===== src/rtl/sr_drive_ctrl_if.sv =====
// Signal bundle between the SR-latch drive controller and its surroundings:
// raw pushbuttons and latch feedback in, latch drives and status out.
interface sr_drive_ctrl_if;
    logic btn_set;
    logic btn_rst;
    logic q_fb;
    logic s;
    logic r;
    logic busy;
    logic err;

    // Environment side: drives buttons and latch feedback, observes drives/status
    modport master (
        output btn_set, btn_rst, q_fb,
        input  s, r, busy, err
    );

    // Controller side
    modport slave (
        input  btn_set, btn_rst, q_fb,
        output s, r, busy, err
    );
endinterface


===== src/rtl/sr_drive_ctrl.sv =====
// SR latch drive controller: synchronizes and debounces two pushbuttons,
// turns their rising debounced levels into fixed-width set/reset pulses with
// a guard gap, queues one request of each type while busy (reset first), and
// flags a sticky error when the latch feedback does not follow a command.
module sr_drive_ctrl #(
    parameter int DEBOUNCE_CYCLES = 4,
    parameter int PULSE_CYCLES    = 2
) (
    input  logic           clk,
    input  logic           rst_n,
    sr_drive_ctrl_if.slave bus
);
    typedef enum logic [1:0] {
        IDLE    = 2'd0,
        PULSE_S = 2'd1,
        PULSE_R = 2'd2,
        GAP     = 2'd3
    } state_e;

    localparam logic [7:0] DB_LAST    = 8'(DEBOUNCE_CYCLES - 1);
    localparam logic [3:0] PULSE_LAST = 4'(PULSE_CYCLES - 1);

    // Bit 0 carries the set button, bit 1 the reset button.
    logic [1:0]      sync1_q, sync1_d;
    logic [1:0]      sync2_q, sync2_d;
    logic [1:0]      db_q, db_d;
    logic [1:0]      db_prev_q, db_prev_d;
    logic [1:0][7:0] db_cnt_q, db_cnt_d;

    state_e     state_q, state_d;
    logic [3:0] pcnt_q, pcnt_d;
    logic       pend_s_q, pend_s_d;
    logic       pend_r_q, pend_r_d;
    logic       last_set_q, last_set_d;
    logic       err_q, err_d;
    logic       s_q, s_d;
    logic       r_q, r_d;
    logic       busy_q, busy_d;

    logic set_req_s;
    logic rst_req_s;

    // Input conditioning: two-flop synchronizers and per-button debounce counters
    always_comb begin
        sync1_d   = {bus.btn_rst, bus.btn_set};
        sync2_d   = sync1_q;
        db_prev_d = db_q;
        db_d      = db_q;
        db_cnt_d  = db_cnt_q;
        for (int i = 0; i < 2; i++) begin
            if (sync2_q[i] != db_q[i]) begin
                if (db_cnt_q[i] == DB_LAST) begin
                    db_d[i]     = sync2_q[i];
                    db_cnt_d[i] = 8'd0;
                end else begin
                    db_cnt_d[i] = db_cnt_q[i] + 8'd1;
                end
            end else begin
                db_cnt_d[i] = 8'd0;
            end
        end
    end

    // Only rising debounced levels produce commands
    assign set_req_s = db_q[0] & ~db_prev_q[0];
    assign rst_req_s = db_q[1] & ~db_prev_q[1];

    // Command sequencing: pulse selection, pending requests and feedback check
    always_comb begin
        state_d    = state_q;
        pcnt_d     = pcnt_q;
        pend_s_d   = pend_s_q;
        pend_r_d   = pend_r_q;
        last_set_d = last_set_q;
        err_d      = err_q;
        case (state_q)
            IDLE: begin
                if (rst_req_s || pend_r_q) begin
                    state_d    = PULSE_R;
                    pcnt_d     = 4'd0;
                    pend_r_d   = 1'b0;
                    last_set_d = 1'b0;
                    // a fresh set arriving alongside a queued reset is kept;
                    // one arriving alongside a fresh reset is dropped
                    if (set_req_s && !rst_req_s) begin
                        pend_s_d = 1'b1;
                    end else begin
                        pend_s_d = pend_s_q;
                    end
                end else if (set_req_s || pend_s_q) begin
                    state_d    = PULSE_S;
                    pcnt_d     = 4'd0;
                    pend_s_d   = 1'b0;
                    last_set_d = 1'b1;
                end else begin
                    state_d = IDLE;
                end
            end
            PULSE_S, PULSE_R: begin
                pend_s_d = pend_s_q | set_req_s;
                pend_r_d = pend_r_q | rst_req_s;
                if (pcnt_q == PULSE_LAST) begin
                    state_d = GAP;
                    pcnt_d  = 4'd0;
                end else begin
                    pcnt_d = pcnt_q + 4'd1;
                end
            end
            GAP: begin
                pend_s_d = pend_s_q | set_req_s;
                pend_r_d = pend_r_q | rst_req_s;
                state_d  = IDLE;
                if (bus.q_fb != last_set_q) begin
                    err_d = 1'b1;
                end else begin
                    err_d = err_q;
                end
            end
            default: begin
                state_d = IDLE;
            end
        endcase
        s_d    = (state_d == PULSE_S);
        r_d    = (state_d == PULSE_R);
        busy_d = (state_d != IDLE);
    end

    // Input conditioning registers
    always_ff @(posedge clk or negedge rst_n) begin
        if (!rst_n) begin
            sync1_q   <= 2'b00;
            sync2_q   <= 2'b00;
            db_q      <= 2'b00;
            db_prev_q <= 2'b00;
            db_cnt_q  <= '0;
        end else begin
            sync1_q   <= sync1_d;
            sync2_q   <= sync2_d;
            db_q      <= db_d;
            db_prev_q <= db_prev_d;
            db_cnt_q  <= db_cnt_d;
        end
    end

    // Sequencer state and registered outputs; reset drops s/r at once
    always_ff @(posedge clk or negedge rst_n) begin
        if (!rst_n) begin
            state_q    <= IDLE;
            pcnt_q     <= 4'd0;
            pend_s_q   <= 1'b0;
            pend_r_q   <= 1'b0;
            last_set_q <= 1'b0;
            err_q      <= 1'b0;
            s_q        <= 1'b0;
            r_q        <= 1'b0;
            busy_q     <= 1'b0;
        end else begin
            state_q    <= state_d;
            pcnt_q     <= pcnt_d;
            pend_s_q   <= pend_s_d;
            pend_r_q   <= pend_r_d;
            last_set_q <= last_set_d;
            err_q      <= err_d;
            s_q        <= s_d;
            r_q        <= r_d;
            busy_q     <= busy_d;
        end
    end

    assign bus.s    = s_q;
    assign bus.r    = r_q;
    assign bus.busy = busy_q;
    assign bus.err  = err_q;
endmodule


===== src/flat_wrapper.sv =====
// flat-port wrapper written by rule: the top's interface ports become plain ports
module sr_drive_ctrl_flat 
#(
    parameter int DEBOUNCE_CYCLES = 4,
    parameter int PULSE_CYCLES    = 2
)
  (clk, rst_n, bus_btn_set, bus_btn_rst, bus_q_fb, bus_s, bus_r, bus_busy, bus_err);
  sr_drive_ctrl_if bus_i ();
  input  logic clk;
  input  logic rst_n;
  input wire logic [$bits(bus_i.btn_set)-1:0] bus_btn_set;
  input wire logic [$bits(bus_i.btn_rst)-1:0] bus_btn_rst;
  input wire logic [$bits(bus_i.q_fb)-1:0] bus_q_fb;
  output wire logic [$bits(bus_i.s)-1:0] bus_s;
  output wire logic [$bits(bus_i.r)-1:0] bus_r;
  output wire logic [$bits(bus_i.busy)-1:0] bus_busy;
  output wire logic [$bits(bus_i.err)-1:0] bus_err;
  assign bus_i.btn_set = bus_btn_set;
  assign bus_i.btn_rst = bus_btn_rst;
  assign bus_i.q_fb = bus_q_fb;
  assign bus_s = bus_i.s;
  assign bus_r = bus_i.r;
  assign bus_busy = bus_i.busy;
  assign bus_err = bus_i.err;
  sr_drive_ctrl #(.DEBOUNCE_CYCLES(DEBOUNCE_CYCLES), .PULSE_CYCLES(PULSE_CYCLES)) u_core (.clk(clk), .rst_n(rst_n), .bus(bus_i));
endmodule

===== config.mk =====
export PLATFORM = sky130hd
export DESIGN_NAME = sr_drive_ctrl_flat
export DESIGN_NICKNAME = d
export VERILOG_FILES = /design/src/rtl/sr_drive_ctrl_if.sv /design/src/rtl/sr_drive_ctrl.sv /design/src/flat_wrapper.sv
export SDC_FILE = /design/constraint.sdc
export NUM_CORES = 1
export LEC_CHECK = 0
export ABC_CLOCK_PERIOD_IN_PS = 1900
export BUFFER_PORTS_ARGS = -buffer_cell sky130_fd_sc_hd__buf_2
export CAP_MARGIN = 10
export CORE_MARGIN = 2
export CORE_UTILIZATION = 42
export DETAILED_ROUTE_END_ITERATION = 10
export GPL_TIMING_DRIVEN = 0
export PLACE_DENSITY = 0.54
export SLEW_MARGIN = 5
export SYNTH_ARGS = -nofsm -noshare
export SYNTH_HDL_FRONTEND = slang
export SYNTH_SLANG_ARGS = --single-unit

===== constraint.sdc =====
create_clock -name clk -period 1.9 [get_ports clk]
set_input_delay 0.285 -clock clk [delete_from_list [all_inputs] [get_ports clk]]
set_output_delay 0.285 -clock clk [all_outputs]
set_load 0.1 [all_outputs]

==> results of run 1 <==
==> cell families (layout without fill, tap and decap cells) <==
logic type / count (synthesis) / count (layout)
AND/OR/NAND/NOR: 61 / 61
flip-flops: 37 / 37
AO/OA/AOI/OAI: 20 / 20
XOR/XNOR: 15 / 15
adder cells (fa/ha/maj): 9 / 9
buffers and inverters: 7 / 22
multiplexers: 3 / 3
==> placed cells by master (no fill, tap or decap), types with 6 or more instances in the layout <==
| cell | count |
|---|---|
| nand3_1 | 12 |
| xor2_1 | 12 |
| inv_1 | 7 |
| o21ai_0 | 7 |
| and3_1 | 6 |
| clkbuf_8 | 6 |
| ha_1 | 9 |
| buf_2 | 8 |
| nor2_1 | 17 |
| dfrtp_1 | 37 |
| nand2_1 | 9 |
==> Yosys cell counts <==
| cell | n | area (um^2) |
|---|---|---|
| a22oi_1 | 1 | 7.51 |
| nor2b_4 | 1 | 13.8 |
| o2bb2ai_1 | 1 | 8.76 |
| o41ai_4 | 1 | 27.5 |
| dfrtp_1 | 37 | 926 |
| o31ai_1 | 2 | 15.0 |
| o22ai_1 | 1 | 6.26 |
| nand3b_1 | 1 | 7.51 |
| nor4b_1 | 2 | 17.5 |
| nand2b_1 | 2 | 12.5 |
| and2_1 | 1 | 6.26 |
| xor2_1 | 12 | 105 |
| and3_1 | 6 | 37.5 |
| xnor2_1 | 3 | 26.3 |
| o32ai_1 | 2 | 17.5 |
| mux2_2 | 3 | 33.8 |
| a21o_1 | 2 | 15.0 |
| ha_1 | 9 | 113 |
| nor3_1 | 5 | 25.0 |
| o21ai_1 | 1 | 5.00 |
| inv_1 | 7 | 26.3 |
| nor2b_1 | 3 | 18.8 |
| nor2_1 | 17 | 63.8 |
| nor2b_2 | 1 | 8.76 |
| a21oi_1 | 2 | 10.0 |
| nand3_1 | 12 | 60.1 |
| nand2_1 | 9 | 33.8 |
| or2_2 | 1 | 6.26 |
| o21ai_0 | 7 | 35.0 |
==> cell type report <==
class	instances	area [um^2]	area share [%]
flip-flops and latches	37	926	49.3
multi-input cells	108	737	39.2
clock buffers	7	86.3	4.60
well taps	50	62.6	3.33
repair buffers	8	40.0	2.13
inverters	7	26.3	1.40
==> how the worst max path moves through the flow <==
| stage | startpoint | to | slack [ps] | depth (start not counted) |
|---|---|---|---|---|
| 3_5_place_dp | u_core.state_q[1] | u_core.pcnt_q[0] | 260 | 6 |
| 3_3_place_gp | u_core.state_q[1] | u_core.pcnt_q[0] | 310 | 6 |
| 4_1_cts | u_core.state_q[0] | u_core.pcnt_q[0] | 260 | 6 |
| 6_report | u_core.state_q[1] | u_core.pcnt_q[0] | 270 | 6 |
| 2_1_floorplan | u_core.state_q[1] | u_core.pcnt_q[0] | 440 | 6 |
| 5_1_grt | u_core.state_q[0] | u_core.pcnt_q[0] | 140 | 6 |
==> worst reg2reg max path, delay by kind of cell (launching register included) <==
kind	cells	cell delay, ps
and+or+nand+nor	2	210
adders and majority gates	1	200
DFF	1	440
AOI/OAI and AO/OA	2	570
buffers and inverters	1	100
==> through the flow <==
step	setup slack, ps	power [mW]	instances	utilization [%]	cell area (um^2)
6_report	270	2.83	217	47.6	1880
5_1_grt	142	3.05	217	47.6	1880
4_1_cts	257	2.87	217	47.6	1880
3_5_place_dp	257	2.32	210	45.4	1790
3_3_place_gp	310	2.29	210	45.4	1790
2_1_floorplan	439	2.07	152	-	1690
==> power breakdown <==
group | internal [mW] | leakage, nW | total [mW] | switching [mW]
clock | 0.287 | 0.0443 | 0.539 | 0.251
sequential | 0.985 | 0.478 | 1.17 | 0.183
combinational | 0.378 | 0.368 | 1.12 | 0.743
==> sequential cells by signal, summed over array words and instances (netlist names), 2 cells and up <==
signal and cells:
u_core.pcnt_q 4, u_core.sync2_q 2, u_core.db_cnt_q 16, u_core.state_q 2, u_core.db_prev_d 2, u_core.db_prev_q 2
u_core.sync1_q 2
==> per-layer routing <==
layer,wire length (um),part of all wire [%],up-vias,GRT usage (%)
met1,1190,44,523,16.2
met4,74,2.7,0,8.93
met2,1360,50,20,24.3
met5,0,0,-,0
met3,80,3.0,7,4.00
li1,-,-,549,-
==> impl_metrics.toml, run 1 <==
[setup_path]
worstSetupPathType = "flip-flop to flip-flop"
ff2ff_path_depth = 6
cp-start-kind = "flip-flop"
end_kind = "flip-flop"
slowest_stage = "dfrtp_1"
cp_top_family = "compound AO/OA/AOI/OAI gates"
arrival_ps = 1810
critPathMaxStageDelay_ps = 440
timing.critical_path.buf_inv = 1
r2r-end = "u_core.pcnt_q[0]"
cp.required_ps = 2080
path_max_fanout = 8
path_cells = "inv_1 -> ha_1 -> nand2b_1 -> o41ai_4 -> nor3_1 -> a21o_1"
r2r_slack_ps = 270
r2r-start = "u_core.state_q[1]"

[logic_synthesis]
synth_fa_ha_area_share_pct = 6.67
ys_seq_area_share_pct = 54.8
syn_avg_cell_area_um2 = 11.1
synth-simple-area-share_pct = 18.4
synth-compound-area-share_pct = 8.74
synth_mux_area_share_pct = 2.00
synth.ff_latch_count = 37
synth_cell_type_count = 29
synth-warning-count = 0
postSynthCellCount = 152
synth-xor-area-share_pct = 7.78
syn_area_mm2 = 0.00169
synth_top_family_by_area = "simple AND/OR/NAND/NOR gates"
synth_fp_nets = 166

[die]
pin_count = 9
core_area_mm2 = 0.00394
start_util_pct = 42.8
die_width_um = 67.4
row_count = 23
die_area_mm2 = 0.00454
die-height_um = 67.4

[sta]
fin_crit_sh_pct = 85.8
holdWs_ps = 71.6
finalHoldViolCount = 0
tns_ps = 0
tightest_slew_ps = 804
fin_crit_ps = 1630
max_freq_mhz = 614
final_max_slew_viol_count = 0
finClkSkew_ps = 6.53
max_slew_margin_pct = 46.4
rsz0062_at_grt = "no"
setup_viol = 0

[placement]
hpwl_um = 1930
io_buffers = 8
gp_congestion = 0.851

[route]
via_per_inst = 5.06
first_pass_iters = 4
wl_per_cell_um = 12.5
drcViolationCount = 0
drt_iter0_drc = 40
wirelength_um = 2700
num_vias = 1099
drt.antenna.violating_nets = 0

[cts]
cts_htree_levels = 2
tritoncts = "built"
clockBufferDepth = 2
insertion_delay_ps = 290
postCtsSetupRepairBufs = 0
cts.sinks = 37
cts_buffers = 5
cts_resized = 0
hold_buffers = 0
cts_root_buffer = "clkbuf_8"
clk_pin_slew_worst_paths_ps = 70

[final_layout]
nFillCells = 364
syn_to_final_growth_pct = 11.2
nNetsFinal = 181
diodes = 0
drive_gt1_share_pct = 12.6

[global_route]
grt_overflow = 0
grt_pass1_vias = 1109
grt_max_degree = 38
antenna_found_initial = 0
track_usage_pct = 14.4
grt_pass1_wl_um = 4740

[power_and_ir_drop]
peakVddDrop_mv = 0.690
power_leakage_nw = 0.890
power.density_mw_per_mm2 = 1510

[worst_hold_path]
min_path_type = "input port to async pin"

[job]
drv_cap = 0

[run_status]
status = "finished, final reports clean"
Note: power is estimated with default switching activity, not from simulation.
==> inputs of run 2 (changes only) <==
- CTS_BUF_LIST: unset -> sky130_fd_sc_hd__clkbuf_4
==> run 2 against run 1 <==
  * Clock skew rose by 6.4 ps
  * Sequential power barely moved
  * Die area did not move
  * Fmax rose by 0.26%
  * Register-to-register slack barely moved
  * Clock power fell by 28%
  * Count of clock-buffer cells in the layout fell by 1
  * Flip-flop and latch count did not move
  * First-iteration DRC count rose by 30%
  * Critical path type unchanged
  * Sequential share of layout area rose by 1.0 points
  * Worst hold slack got worse by 66 ps
==> impl_metrics.toml, run 2 (synthesis gave the netlist of run 1 again) <==
[sta]
fin_crit_ps = 1630
holdWs_ps = 5.67
final_max_slew_viol_count = 0
tns_ps = 0
max_slew_margin_pct = 46.4
rsz0062_at_grt = "no"
finalHoldViolCount = 0
max_freq_mhz = 615
finClkSkew_ps = 12.9
setup_viol = 0
tightest_slew_ps = 804
fin_crit_sh_pct = 85.6

[route]
drcViolationCount = 0
via_per_inst = 5.09
wirelength_um = 2740
first_pass_iters = 4
drt.antenna.violating_nets = 0
num_vias = 1104
wl_per_cell_um = 12.6
drt_iter0_drc = 52

[placement]
dp.cells = 210
hpwl_um = 1930
io_buffers = 8
gp_congestion = 0.851
place_area_mm2 = 0.00179

[global_route]
antenna_found_initial = 0
grt_pass1_vias = 1117
track_usage_pct = 14.5
grt_max_degree = 38
grt_pass1_wl_um = 4750
grt_overflow = 0

[die]
die-height_um = 67.4
row_count = 23
die_width_um = 67.4
pin_count = 9
die_area_mm2 = 0.00454
core_area_mm2 = 0.00394
start_util_pct = 42.8

[cts]
clk_pin_slew_worst_paths_ps = 110
insertion_delay_ps = 340
hold_buffers = 0
cts_buffers = 5
clockBufferDepth = 2
postCtsSetupRepairBufs = 0
tritoncts = "built"
cts_resized = 0
cts_root_buffer = "clkbuf_4"
cts_htree_levels = 2
cts.sinks = 37

[setup_path]
worst-path-stages = 6
slowest_stage = "dfrtp_1"
path_max_fanout = 8
r2r_slack_ps = 270
cp.required_ps = 2130
worstSetupPathType = "flip-flop to flip-flop"
r2r-end = "u_core.pcnt_q[0]"
path_cells = "inv_1 -> ha_1 -> nand2b_1 -> o41ai_4 -> nor3_1 -> a21o_1"
end_kind = "flip-flop"
cp-start-kind = "flip-flop"
timing.critical_path.buf_inv = 1
cp-endpoint = "u_core.pcnt_q[0]"
critPathLaunch = "u_core.state_q[1]"
arrival_ps = 1860
r2r-start = "u_core.state_q[1]"
cp_top_family = "compound AO/OA/AOI/OAI gates"
critPathMaxStageDelay_ps = 450
ff2ff_path_depth = 6

[final_layout]
mostFrequentLayoutCells = "37 x dfrtp_1, 17 x nor2_1, 12 x xor2_1, 12 x nand3_1"
largestRegisters = "u_core.db_cnt_q: 16 flops, u_core.pcnt_q: 4 flops"
stdcell_area_mm2 = 0.00184
final_common_cell = "dfrtp_1"
top_register = "u_core.db_cnt_q"
fin_cells = 217
largest_reg_flops = 16
nNetsFinal = 181
drive_gt1_share_pct = 12.6
syn_to_final_growth_pct = 8.96
diodes = 0

[power_and_ir_drop]
power.share.clock_pct = 14.5
seq_power_share_pct = 43.5
switchingPower_mw = 1.17
internal-power_mw = 1.51
power_leakage_nw = 0.875
p_comb_share_pct = 42.0
peakVddDrop_mv = 0.709
swShare_pct = 43.7
power.density_mw_per_mm2 = 1460

[run_status]
status = "finished, final reports clean"

[job]
drv_cap = 0

[worst_hold_path]
min_path_type = "input port to async pin"
## run 2: worst min-delay path by stage
stage / endpoint / slack (ps) / cells past startpoint
floorplan: u_core.bus.busy / -10 / 0
global placement: u_core.sync2_q[0] / 330 / 0
detailed placement: u_core.sync2_q[0] / 340 / 0
CTS: u_core.sync1_q[1] / 40 / 1
global route: u_core.sync1_q[1] / 20 / 1
finish: u_core.db_cnt_q[13] / 6 / 1
## run 2: area by class of cell
| class | count | area (um^2) |
|---|---|---|
| clock inverters | 1 | 3.75 |
| multi-input cells | 108 | 737 |
| inverters | 7 | 26.3 |
| flip-flops and latches | 37 | 926 |
| fillers | 372 | 2100 |
| well taps | 50 | 62.6 |
| clock buffers | 6 | 45.0 |
| repair buffers | 8 | 40.0 |
## run 2: power groups by stage
stage | Combinational [mW] | Sequential [mW] | Clock (mW)
floorplan | 0.662 | 1.41 | 0
global placement | 1.12 | 1.17 | 0
detailed placement | 1.13 | 1.18 | 0
CTS | 1.14 | 1.17 | 0.409
global route | 1.26 | 1.20 | 0.438
finish | 1.13 | 1.17 | 0.387
## run 2: through the flow
step / power, mW / util, % / setup slack (ps)
detailed placement: 2.32 / 45.4 / 257
global placement: 2.29 / 45.4 / 310
CTS: 2.72 / 46.7 / 252
finish: 2.68 / 46.7 / 274
floorplan: 2.07 / - / 439
global route: 2.90 / 46.7 / 140
## run 2: metal layers
layer,GRT usage [%],vias up,part of all wire (%)
li1,-,548,-
met1,16.2,531,43
met2,24.5,17,51
met3,4.00,8,3.0
met4,9.18,0,2.3
met5,0,-,0
